File: src/rtl/palm_bbox_detector.sv
// Streaming palm bounding-box extractor over a raster-ordered one-bit skin mask.
// Optional horizontal run filter: define PALM_RUN_FILTER_EN.
module palm_bbox_detector #(
    parameter int IMG_W   = 160,
    parameter int IMG_H   = 120,
    parameter int MIN_RUN = 4
) (
    input  logic       clk,
    input  logic       rst,
    input  logic       pixel_valid,
    input  logic       pixel_skin,
    input  logic       frame_start,
    output logic [7:0] palm_width,
    output logic [7:0] palm_height,
    output logic [7:0] start_of_palm_r,
    output logic [7:0] start_of_palm_c,
    output logic [7:0] end_of_palm_r,
    output logic [7:0] end_of_palm_c,
    output logic       box_valid,
    output logic       busy
);
    typedef enum logic [1:0] {IDLE, SCAN, DONE} state_t;

    localparam logic [7:0] LAST_C = 8'(IMG_W - 1);
    localparam logic [7:0] LAST_R = 8'(IMG_H - 1);

    state_t     state_q, state_d;
    logic [7:0] row_q, col_q, cur_r, cur_c, cmp_c;
    logic [7:0] min_r_q, min_c_q, max_r_q, max_c_q;
    logic [7:0] min_r_d, min_c_d, max_r_d, max_c_d;
    logic       found_q, found_d;
    logic       entry, step, last_pix, counted;

    function automatic logic [3:0] sat_inc4(input logic [3:0] v);
        return (v == 4'hF) ? 4'hF : v + 4'd1;
    endfunction

    // An entry pixel (frame_start) is always (0,0), whatever the state.
    always_comb begin
        entry    = pixel_valid && frame_start;
        step     = pixel_valid && !frame_start && (state_q == SCAN);
        cur_r    = entry ? 8'd0 : row_q;
        cur_c    = entry ? 8'd0 : col_q;
        last_pix = step && (row_q == LAST_R) && (col_q == LAST_C);
    end

    always_comb begin
        state_d = state_q;
        case (state_q)
            IDLE:    if (entry) state_d = SCAN;
            SCAN:    if (entry) state_d = SCAN;
                     else if (last_pix) state_d = DONE;
            DONE:    state_d = entry ? SCAN : IDLE;
            default: state_d = IDLE;
        endcase
    end

`ifdef PALM_RUN_FILTER_EN
    logic [3:0] run_q, run_base, run_d;

    // The run restarts at column 0; the pixel completing MIN_RUN pulls min_c back to the run start.
    always_comb begin
        run_base = (cur_c == 8'd0) ? 4'd0 : run_q;
        run_d    = pixel_skin ? sat_inc4(run_base) : 4'd0;
        counted  = pixel_skin && (run_d >= 4'(MIN_RUN));
        cmp_c    = (run_d == 4'(MIN_RUN)) ? cur_c - 8'(MIN_RUN - 1) : cur_c;
    end

    always_ff @(posedge clk) begin
        if (rst)
            run_q <= 4'd0;
        else if (entry || step)
            run_q <= run_d;
    end
`else
    always_comb begin
        counted = pixel_skin && (MIN_RUN >= 1);
        cmp_c   = cur_c;
    end
`endif

    always_comb begin
        min_r_d = entry ? 8'hFF : min_r_q;
        min_c_d = entry ? 8'hFF : min_c_q;
        max_r_d = entry ? 8'h00 : max_r_q;
        max_c_d = entry ? 8'h00 : max_c_q;
        found_d = entry ? 1'b0  : found_q;
        if (counted) begin
            if (cur_r < min_r_d) min_r_d = cur_r;
            if (cmp_c < min_c_d) min_c_d = cmp_c;
            if (cur_r > max_r_d) max_r_d = cur_r;
            if (cur_c > max_c_d) max_c_d = cur_c;
            found_d = 1'b1;
        end
    end

    always_ff @(posedge clk) begin
        if (rst) begin
            state_q         <= IDLE;
            row_q           <= 8'd0;
            col_q           <= 8'd0;
            min_r_q         <= 8'hFF;
            min_c_q         <= 8'hFF;
            max_r_q         <= 8'h00;
            max_c_q         <= 8'h00;
            found_q         <= 1'b0;
            box_valid       <= 1'b0;
            palm_width      <= 8'd0;
            palm_height     <= 8'd0;
            start_of_palm_r <= 8'd0;
            start_of_palm_c <= 8'd0;
            end_of_palm_r   <= 8'd0;
            end_of_palm_c   <= 8'd0;
        end else begin
            state_q   <= state_d;
            box_valid <= (state_q == DONE);
            if (entry) begin
                row_q <= 8'd0;
                col_q <= 8'd1;
            end else if (step) begin
                if (col_q == LAST_C) begin
                    col_q <= 8'd0;
                    row_q <= row_q + 8'd1;
                end else begin
                    col_q <= col_q + 8'd1;
                end
            end
            if (entry || step) begin
                min_r_q <= min_r_d;
                min_c_q <= min_c_d;
                max_r_q <= max_r_d;
                max_c_q <= max_c_d;
                found_q <= found_d;
            end
            // Publish reads the registered accumulators, so a same-cycle re-entry cannot disturb it.
            if (state_q == DONE) begin
                start_of_palm_r <= found_q ? min_r_q : 8'd0;
                start_of_palm_c <= found_q ? min_c_q : 8'd0;
                end_of_palm_r   <= found_q ? max_r_q : 8'd0;
                end_of_palm_c   <= found_q ? max_c_q : 8'd0;
                palm_width      <= found_q ? max_c_q - min_c_q + 8'd1 : 8'd0;
                palm_height     <= found_q ? max_r_q - min_r_q + 8'd1 : 8'd0;
            end
        end
    end

    assign busy = (state_q != IDLE);
endmodule

File: config.mk
export PLATFORM = sky130hd
export DESIGN_NAME = palm_bbox_detector
export DESIGN_NICKNAME = d
export VERILOG_FILES = /design/src/rtl/palm_bbox_detector.sv
export SDC_FILE = /design/constraint.sdc
export NUM_CORES = 1
export LEC_CHECK = 0
export ABC_CLOCK_PERIOD_IN_PS = 3590
export BUFFER_PORTS_ARGS = -buffer_cell sky130_fd_sc_hd__buf_4
export CAP_MARGIN = 5
export CORE_MARGIN = 1
export CORE_UTILIZATION = 55
export CTS_BUF_LIST = sky130_fd_sc_hd__clkbuf_4 sky130_fd_sc_hd__clkbuf_8
export DETAILED_ROUTE_END_ITERATION = 7
export PLACE_DENSITY = 0.84
export SYNTH_ARGS = -nofsm -noshare
export SYNTH_HDL_FRONTEND = slang
export SYNTH_SLANG_ARGS = --single-unit
File: constraint.sdc
create_clock -name clk -period 3.59 [get_ports clk]
set_clock_uncertainty 0.1 [all_clocks]
set_input_delay 0.718 -clock clk [delete_from_list [all_inputs] [get_ports clk]]
set_output_delay 0.718 -clock clk [all_outputs]
set_load 0.1 [all_outputs]
==> flow_summary.yaml <==
synth:
  synth.avg_cell_area_um2: 8.60
  ys_seq_area_frac: 0.380
  ys.flop_type: "dfxtp_1"
  synth_warnings: 0
  syn_inst: 613
  synth-seq-cells: 100
  synthTopCellsByArea: "dfxtp_1 38%, ha_1 12%, a21oi_1 5.4%"
  synth_top_area_frac: 0.380
  synth_edf_count: 0
  syn_area_um2: 5270
  synth.net_count: 672
  yosys-top-cells-count: "100 x dfxtp_1, 72 x nand2_1, 57 x a21oi_1"
  ys_types: 50
  yosysMostFrequentCell: "dfxtp_1"
  yosysTopAreaCell: "dfxtp_1"
  async_flop_share: 0
clocking:
  cts_tree: "yes"
  clockRootBuffer: "clkbuf_8"
  cts_num_sinks: 100
  numCtsBuffers: 9
  insertion_delay_ns: 0.37
  cts_hold_buf: 0
  clk_pin_slew_ns: 0.09
  post_cts_resized: 0
  h-tree-depth: 3
  clockBufferDepth: 2
  postCtsSetupBuffers: 0
global_routing:
  grt_pass1_wl_mm: 20.5
  antenna_found_initial: 0
  grt_pass1_vias: 4396
  grt_overflow: 0
  grt_util_all_layers: 0.256
  grt_max_degree: 58
layout:
  fillers: 773
  area_growth_pct: 12.8
  nNetsFinal: 709
  layout-drive-gt1-share: 0.131
  diodes: 0
  seqCellArea_um2: 2000
  multiInputGateArea_um2: 3040
sta:
  finalHoldViolCount: 0
  maxSlewViolCount: 0
  fin_crit_sh: 0.839
  fmax_ghz: 0.332
  finalCriticalPeriod_ns: 3.01
  max_slew.worst_pin.slew_ns: 0.822
  worst_hold_slack_ns: 0.354
  max-slew-margin-rel: 0.451
  rsz0062_at_grt: "no"
  setup_viol: 0
  setup_tns_ns: 0
route:
  ant_nets: 0
  wire_per_inst_um: 15.4
  drt_iter0_markers: 206
  drt_wl_total_mm: 12.1
  dr.pass1.iters: 5
  vias_per_cell: 5.74
  route.vias.total: 4493
  drc: 0
floorplan:
  fp.dieH_um: 99.9
  num_rows: 35
  die_area_um2: 9980
  start_util: 0.568
  ioPinCount: 55
  core_um2: 9280
  chipWidth_um: 99.9
worst_setup_path:
  cp_num_buf_inv: 1
  critical_path_class: "in2reg"
  crit_chain: "buf_4 > and2_2 > nor2_1 > ha_1 > a21o_1 > a21o_1 > a21o_1 > a2111oi_2 > nand2_1 > o22a_1"
  cp_max_fo: 20
  arrival_ns: 3.17
  crit_family: "compound AO/OA/AOI/OAI gates"
  critPathCaptureType: "flip-flop"
  worst_path_largest_cell_delay_ns: 0.46
  cp_slowest_cell: "a2111oi_2"
  cp_common_cell: "a21o_1"
  crit_required_ns: 3.75
  critPathLaunchType: "input port"
min_path:
  min_path_type: "reg2reg"
pwr:
  ir_drop_mv: 0.156
  p_leak_nw: 2.54
  p_per_area_nw_per_um2: 335
placed_design:
  hpwl_mm: 8.71
  globalplace.congestion: 0.901
  port_buffers: 54
status:
  status: "finished clean"
flow_run:
  drv_cap: 0
==> worst paths after layout <==
path	start	slack, ns	cells after the start	end
worst min-delay path	palm_width[0]	0.35	2	palm_width[0]
worst max register to register	col_q[4]	0.89	8	min_c_q[2]
worst min register to register	palm_width[0]	0.35	2	palm_width[0]
worst max-delay path	pixel_valid	0.58	10	min_c_q[2]
==> worst register-to-register path: cells and delay by family (launching register included) <==
| family | cells | cell delay, ns |
|---|---|---|
| AOI/OAI and AO/OA | 5 | 1.25 |
| and+or+nand+nor | 2 | 0.51 |
| DFF | 1 | 0.49 |
| adders and majority gates | 1 | 0.26 |
==> cell type report <==
class	count	share of cell area
clock inverter	6	0.0107
tap	129	0.0272
clock buffer	9	0.0208
timing repair buffer	59	0.0766
multi-input combinational	453	0.511
inverter	27	0.0170
sequential	100	0.337
==> metal layers <==
metal / vias up / global-route usage / wire length [um]
li1: 2220 / - / -
met1: 2128 / 0.345 / 5660
met2: 127 / 0.422 / 5670
met3: 18 / 0.0292 / 591
met4: 0 / 0.0939 / 177
met5: - / 0 / 0
==> stage by stage <==
step           utilization  instances  power, W  area (um2)  setup WS (ns)
2_1_floorplan            -        613   0.00127        5270          0.159
3_3_place_gp         0.620        768   0.00130        5760          0.363
3_5_place_dp         0.620        768   0.00130        5760          0.233
4_1_cts              0.640        783   0.00200        5940          0.618
5_1_grt              0.640        783   0.00205        5940          0.426
6_report             0.640        783   0.00199        5940          0.579
==> where the power goes <==
group | switching, W | total (W) | internal [W]
clock | 0.000391 | 0.000710 | 0.000319
combinational | 0.0000847 | 0.000135 | 0.0000505
sequential | 0.0000232 | 0.00115 | 0.00112
total | 0.000499 | 0.00199 | 0.00149
==> logic make-up after synthesis <==
kind of cell    Yosys count  share of synthesized area
simple gates            233                      0.214
flops                   100                      0.380
mux                      16                     0.0304
xor+xnor                 26                     0.0432
buf+inv                  60                     0.0446
compound gates          124                      0.157
fa+ha+maj                54                      0.131
==> layout by cell type, fill, tap and decap left out, types with 4 or more instances in the layout <==
cell type / Yosys / routed
a21o_1: 12 / 12
a21oi_1: 57 / 57
a22oi_1: 6 / 6
and2_1: 14 / 14
buf_4: 0 / 58
clkbuf_8: 0 / 9
dfxtp_1: 100 / 100
ha_1: 52 / 52
inv_1: 27 / 27
mux2i_1: 16 / 16
nand2_1: 72 / 72
nand2b_1: 7 / 7
nand3_1: 47 / 47
nand3b_1: 7 / 7
nand4_1: 6 / 6
nor2_1: 53 / 53
nor3_1: 4 / 4
o21ai_0: 12 / 12
o22a_1: 14 / 14
o31ai_1: 5 / 5
or3_1: 4 / 4
xnor2_1: 16 / 16
xor2_1: 10 / 10
No activity file was read; power rests on OpenSTA's default activity.
